File: src/rtl/cpu_control_unit.sv
// rtl/cpu_control_unit.sv - multi-cycle fetch/decode/execute sequencer for the datapath
//
// Purpose: latches ROM words into an internal IR and drives per-cycle datapath
// strobes. One instruction retires every 3 clocks (FETCH, DECODE, EXECUTE).
// Optional feature macro: CU_SINGLE_STEP_EN (adds step/waiting and a WAIT state).
//
// Ports:
//   clk, rst            clock (rising edge), asynchronous active-low reset
//   instr               ROM word at PC: opcode in MSBs, operand in LSBs
//   zero_flag/carry_flag registered ALU flags from the datapath
//   pc_inc, pc_load     PC increment / load strobes (load wins)
//   jump_target, imm    IR operand, resized to ADDR_WIDTH / as-is
//   a_we, a_src         register A write enable and source (0 ALU, 1 imm, 2 B)
//   b_we, b_src         register B write enable and source (0 A, 1 imm)
//   alu_sub, flags_we   ALU subtract select, flag latch strobe
//   out_we, halted      output register strobe, HALT indicator
//   step, waiting       single-step advance / WAIT indicator (macro builds only)

module cpu_control_unit #(
  parameter int BIT_WIDTH    = 4,
  parameter int ADDR_WIDTH   = BIT_WIDTH,
  parameter int OPCODE_WIDTH = 4
) (
  input  logic                              clk,
  input  logic                              rst,
  input  logic [OPCODE_WIDTH+BIT_WIDTH-1:0] instr,
  input  logic                              zero_flag,
  input  logic                              carry_flag,
`ifdef CU_SINGLE_STEP_EN
  input  logic                              step,
  output logic                              waiting,
`endif
  output logic                              pc_inc,
  output logic                              pc_load,
  output logic [ADDR_WIDTH-1:0]             jump_target,
  output logic [BIT_WIDTH-1:0]              imm,
  output logic                              a_we,
  output logic                              b_we,
  output logic [1:0]                        a_src,
  output logic                              b_src,
  output logic                              alu_sub,
  output logic                              flags_we,
  output logic                              out_we,
  output logic                              halted
);

  localparam logic [3:0] OP_LDA = 4'h1;
  localparam logic [3:0] OP_LDB = 4'h2;
  localparam logic [3:0] OP_ADD = 4'h3;
  localparam logic [3:0] OP_SUB = 4'h4;
  localparam logic [3:0] OP_MAB = 4'h5;
  localparam logic [3:0] OP_MBA = 4'h6;
  localparam logic [3:0] OP_OUT = 4'h7;
  localparam logic [3:0] OP_JMP = 4'h8;
  localparam logic [3:0] OP_JZ  = 4'h9;
  localparam logic [3:0] OP_JC  = 4'hA;
  localparam logic [3:0] OP_HLT = 4'hF;

`ifdef CU_SINGLE_STEP_EN
  typedef enum logic [2:0] {S_FETCH, S_DECODE, S_EXECUTE, S_HALT, S_WAIT} state_t;
  localparam state_t S_RESET     = S_WAIT;
  localparam state_t S_AFTER_EXE = S_WAIT;
`else
  typedef enum logic [1:0] {S_FETCH, S_DECODE, S_EXECUTE, S_HALT} state_t;
  localparam state_t S_RESET     = S_FETCH;
  localparam state_t S_AFTER_EXE = S_FETCH;
`endif

  state_t                              state;
  logic [OPCODE_WIDTH+BIT_WIDTH-1:0]   ir;
  logic [OPCODE_WIDTH-1:0]             opcode;

  assign opcode = ir[OPCODE_WIDTH+BIT_WIDTH-1 -: OPCODE_WIDTH];
  assign imm    = ir[BIT_WIDTH-1:0];

  generate
    if (ADDR_WIDTH > BIT_WIDTH) begin : g_jt_ext
      assign jump_target = {{(ADDR_WIDTH-BIT_WIDTH){1'b0}}, imm};
    end else begin : g_jt_trunc
      assign jump_target = imm[ADDR_WIDTH-1:0];
    end
  endgenerate

  // pc_inc has to be high during the very first FETCH after reset release,
  // before any clock edge has occurred, so it is decoded from the state.
  // Gating with rst keeps it low while reset is held.
  assign pc_inc = rst && (state == S_FETCH);

`ifdef CU_SINGLE_STEP_EN
  assign waiting = (state == S_WAIT);
`endif

  // EXECUTE strobes are registered on the DECODE->EXECUTE edge, so they are
  // clean flop outputs for exactly the EXECUTE cycle. Branch flags are
  // captured on that edge; the datapath has settled them during DECODE and
  // they already include the previous ADD/SUB's flag update.
  always_ff @(posedge clk or negedge rst) begin
    if (!rst) begin
      state    <= S_RESET;
      ir       <= '0;
      pc_load  <= 1'b0;
      a_we     <= 1'b0;
      b_we     <= 1'b0;
      a_src    <= 2'd0;
      b_src    <= 1'b0;
      alu_sub  <= 1'b0;
      flags_we <= 1'b0;
      out_we   <= 1'b0;
      halted   <= 1'b0;
    end else begin
      pc_load  <= 1'b0;
      a_we     <= 1'b0;
      b_we     <= 1'b0;
      a_src    <= 2'd0;
      b_src    <= 1'b0;
      alu_sub  <= 1'b0;
      flags_we <= 1'b0;
      out_we   <= 1'b0;
      case (state)
        S_FETCH: begin
          ir    <= instr;
          state <= S_DECODE;
        end
        S_DECODE: begin
          state <= S_EXECUTE;
          case (opcode)
            OP_LDA: begin a_we <= 1'b1; a_src <= 2'd1; end
            OP_LDB: begin b_we <= 1'b1; b_src <= 1'b1; end
            OP_ADD: begin a_we <= 1'b1; flags_we <= 1'b1; end
            OP_SUB: begin a_we <= 1'b1; alu_sub <= 1'b1; flags_we <= 1'b1; end
            OP_MAB: b_we <= 1'b1;
            OP_MBA: begin a_we <= 1'b1; a_src <= 2'd2; end
            OP_OUT: out_we  <= 1'b1;
            OP_JMP: pc_load <= 1'b1;
            OP_JZ:  pc_load <= zero_flag;
            OP_JC:  pc_load <= carry_flag;
            default: ;
          endcase
        end
        S_EXECUTE: begin
          if (opcode == OP_HLT) begin
            state  <= S_HALT;
            halted <= 1'b1;
          end else begin
            state  <= S_AFTER_EXE;
          end
        end
        S_HALT: state <= S_HALT;
`ifdef CU_SINGLE_STEP_EN
        S_WAIT: if (step) state <= S_FETCH;
`endif
        default: state <= S_RESET;
      endcase
    end
  end

endmodule

File: config.mk
export PLATFORM = sky130hd
export DESIGN_NAME = cpu_control_unit
export DESIGN_NICKNAME = d
export VERILOG_FILES = /design/src/rtl/cpu_control_unit.sv
export SDC_FILE = /design/constraint.sdc
export NUM_CORES = 1
export LEC_CHECK = 0
export ABC_AREA = 1
export BUFFER_PORTS_ARGS = -buffer_cell sky130_fd_sc_hd__buf_2
export CAP_MARGIN = 15
export CELL_PAD_IN_SITES_DETAIL_PLACEMENT = 2
export CELL_PAD_IN_SITES_GLOBAL_PLACEMENT = 2
export CORE_MARGIN = 1
export CORE_UTILIZATION = 30
export CTS_CLUSTER_DIAMETER = 150
export CTS_CLUSTER_SIZE = 14
export DETAILED_ROUTE_END_ITERATION = 8
export PLACE_DENSITY_LB_ADDON = 0.2
export SYNTH_ARGS = -nofsm -noshare
export SYNTH_HDL_FRONTEND = slang
export SYNTH_SLANG_ARGS = --single-unit
File: constraint.sdc
create_clock -name clk -period 1.5 [get_ports clk]
set_input_delay 0.3 -clock clk [delete_from_list [all_inputs] [get_ports clk]]
set_output_delay 0.3 -clock clk [all_outputs]
set_load 0.01 [all_outputs]
Word-level counts from Yosys, hierarchy flattened:

Index checks and enable logic that the tools add are counted.

* bits in registers: 20

* equality and inequality tests: 14
* muxes and demuxes: 18
* reduce and logical (&&, ||, !) cells: 6

Operators by type and width (count)
* $eq A4 B3 Y1 const B: 4
* $eq A4 B4 Y1 const B: 4
* $mux W1: 13
* $eq A4 B2 Y1 const B: 2
* $pmux W2 S4: 1
* $eq A2 B2 Y1 const B: 2
* $eq A4 B1 Y1 const B: 1
* $mux W2: 2
* $pmux W2 S2: 1
* $reduce_or A2 Y1: 2
* $reduce_or A4 Y1: 1
* $pmux W1 S3: 1
* $eq A2 B1 Y1 const B: 1
* $logic_not A2 Y1: 1
* $reduce_and A2 Y1: 1
* $logic_and A1 B1 Y1: 1

Depth between registers and ports, before layout:

* word-level depth: 4
* depth in mapped cells: 7
* gate-level depth less buffers: 6

Worst setup path before layout:

OpenSTA, ideal clock, no wires.

* kind: register to output
* start: register state[0]
* end: output port pc_inc
* path buffers: 1
* cell stages (with the launch flop): 3
* required time: 1200 ps
* slack: 392 ps
* arrival time: 808 ps
* cell sequence: dfrtp_1 -> buf_6 -> nor3b_1

* longest elaborated chain between the ends: 2

RTL lines
* from (decl): line 69 `state_t state;`
* from (signal assigned): line 99 `state <= S_RESET;`
* from (signal assigned): line 122 `state <= S_DECODE;`
* from (signal assigned): line 125 `state <= S_EXECUTE;`
* $logic_not A2 Y1: line 87 `assign pc_inc = rst && (state == S_FETCH);`
* $logic_and A1 B1 Y1: line 87
* to (decl): line 33 `output logic pc_inc,`

Every way passes these cells.

Worst setup path in the final report:

Same ends and word-level chain as after synthesis.

==> impl_metrics.tcl <==
set metrics [dict create \
    status "complete, no violations" \
    clock_sinks 20 \
    syn_avg_cell_area_um2 9.32 \
    path_buf_inv 1 \
    cts_root_buf "clkbuf_4" \
    ios 31 \
    cp.required_ns 1.20 \
    row_count 19 \
    slew_violations 0 \
    die_h_um 56.6 \
    diodes 0 \
    drive_gt1_share_pct 40.9 \
    synth_edf_count 0 \
    timing_hold_violations_final 0 \
    ys_warn_count 0 \
    hold_class "in2reg" \
    crit_chain "nor3b_2, buf_2" \
    critical_path_depth 2 \
    yosys-top-cells-count "nand2_1 (25), dfrtp_1 (20), o21ai_0 (10)" \
    cts_buffers 3 \
    synthAdderAreaFrac_pct 0 \
    synth_nets 108 \
    gp_congestion 0.671 \
    routed_wl_um 2150 \
    antenna_left 0 \
    drt_iter0_drc 7 \
    syn-cell-area_um2 895 \
    die_w_um 56.6 \
    r2r-end "state[0]$_DFF_PN0_" \
    async_flop_share_pct 100 \
    crit_family "flip-flops" \
    synth_top_area_cell "dfrtp_1" \
    rrSetupSlack_ns 0.31 \
    htree_num_levels 1 \
    grt_pass1_wl_um 3470 \
    fin_skew_ns 0.00280 \
    firstDrtPassIters 3 \
    worstHoldPathCells 3 \
    fin_nets 140 \
    synth_area_leaders "dfrtp_1 (56%), nand2_1 (10%), buf_4 (6.7%), o21ai_0 (5.6%), buf_6 (3.8%)" \
    period_share_pct 94.2 \
    period_minus_slack_ns 1.41 \
    synth_top_family_by_area "simple AND/OR/NAND/NOR gates" \
    ys.flop_type "dfrtp_1" \
    max_cap_violations 0 \
    endpoint_kind "output pin" \
    synth_top_area_share_pct 55.9 \
    multi_input_area_um2 260 \
    slowest_delay_ns 0.48 \
    cp_max_fo 8 \
    power_density_nw_per_um2 1960 \
    worstSkewPairLatency_ns 0.29 \
    place_hpwl_um 1530 \
    wire_per_inst_um 13.6 \
    fmax_mhz 707 \
    muxShareOfSynthArea_pct 0 \
    area_growth_syn_to_layout_pct 22.5 \
    r2r-start "state[0]$_DFF_PN0_" \
    rsz0062_at_grt "false" \
    hold_start "instr[1]" \
    tightest_slew_ns 0.251 \
    fin_cells 158 \
    die-area_um2 3200 \
    crit_path_start_kind "register" \
    port-buffer-count 30 \
    antenna_found_initial 0 \
    rr_worst_depth 4 \
    synth-simple-area-share_pct 21.8 \
    grt_remaining_overflow 0 \
    synth_seq_cells 20 \
    synth.most_common_cell "nand2_1" \
    criticalPathCategory "reg2out" \
    synth-xor-area-share_pct 0 \
    slew_headroom_pct 83.3 \
    ys_seq_area_share_pct 55.9 \
    tns_ns 0 \
    netlist_instances 96 \
    num_vias 721 \
    critPathLaunch "state[0]$_DFF_PN0_" \
    arrival_ns 1.11 \
    grt_pass1_vias 726 \
    start_util_pct 32.2 \
    setup_viol 0 \
    cts_tree "done" \
    worstSetupEndpoint "pc_inc" \
    peakVddDrop_mv 0.737 \
    cts.path.max_buffers 2 \
    register_area_um2 503 \
    p_leak_nw 0.637 \
    drt-vias-per-instance 4.56 \
    synth_cell_types 15 \
    place_inst 148 \
    fillers 322 \
    drc 0 \
    clkTransAtPathRegs_ns 0.12 \
    grt_max_degree 21 \
    track_usage_pct 14.0 \
    core_um2 2780 \
    synth_compound_gate_area_share_pct 6.71 \
    slowest_stage "dfrtp_2" \
]
-- worst min-delay path by stage --
| stage | to | slack, ns |
|---|---|---|
| final | ir[1]$_DFFE_PN0N_ | 0.20 |
| after global routing | ir[3]$_DFFE_PN0N_ | 0.21 |
| after CTS | a_src[1]$_DFF_PN0_ | 0.005 |
| after detailed placement | a_src[1]$_DFF_PN0_ | 0.34 |
| after global placement | a_src[0]$_DFF_PN0_ | 0.34 |
| after floorplan | a_src[0]$_DFF_PN0_ | 0.004 |
-- cells by family after synthesis --
kind of cell    Yosys count
simple gates             41
buf+inv                  23
flops                    20
compound gates           12
-- worst reg2reg max path: cells and delay by family (launching register included) --
kind	cells	cell delay, ns
buffers and inverters	1	0.15
AND/OR/NAND/NOR	2	0.33
AO/OA/AOI/OAI	1	0.14
flip-flops	1	0.48
-- flip-flops by register name, summed over array words and instances (netlist names) --
register  count
flags_we      1
halted        1
a_we          1
b_src         1
state         2
pc_load       1
a_src         2
b_we          1
alu_sub       1
out_we        1
ir            8
-- per-stage QoR --
stage | power, mW | hold WS, ns | utilization, % | setup WS, ns | instance area [um2]
6_report | 2.15 | 0.196 | 39.4 | 0.0863 | 1100
2_1_floorplan | 1.60 | 0.00441 | - | 0.392 | 895
4_1_cts | 2.07 | 0.00488 | 37.5 | 0.00110 | 1040
5_1_grt | 2.33 | 0.205 | 39.4 | 0.00720 | 1100
3_3_place_gp | 1.68 | 0.336 | 36.1 | 0.354 | 1000
3_5_place_dp | 1.72 | 0.341 | 36.1 | 0.302 | 1000
-- layout make-up --
type                            instances  share of cell area (%)
Sequential cell                        20                    45.9
Multi-Input combinational cell         53                    23.7
Timing Repair Buffer                   38                    19.4
Inverter                               12                    4.11
Tap cell                               31                    3.54
Clock buffer                            4                    3.31
-- routing by layer --
metal  part of all wire [%]  up-vias  track usage (%)
met3                    4.0        2             2.07
met5                      0        -                0
met1                     45      351             18.0
met4                   0.56        0             4.18
li1                       -      351                -
met2                     50       17             24.4
-- placed cells by master, fill, tap and decap left out --
master,count
nor2_8,1
nor2_1,7
nand4_1,2
nor3b_2,1
clkbuf_8,1
nand3_1,2
inv_2,4
buf_4,7
dfrtp_1,18
clkbuf_4,3
dlygate4sd3_1,1
o21ai_0,10
dfrtp_2,2
nand2_1,25
buf_2,30
inv_1,8
nor4_2,1
a21oi_1,2
nor2_2,2
-- repair_timing --
| action | 4_1_cts | 5_1_grt |
|---|---|---|
| hold endpoints to repair | 0 | 5 |
| setup endpoints to repair | 1 | 1 |
| setup buffers | 0 | 5 |
| hold buffers | 0 | 1 |
| resized for setup | 2 | 1 |
-- power by group --
part | switching (mW) | total [mW] | internal, mW
Sequential | 0.167 | 0.895 | 0.727
Clock | 0.166 | 0.314 | 0.148
Combinational | 0.563 | 0.936 | 0.373
Total | 0.897 | 2.15 | 1.25
Power figures use the tool's default switching activity.
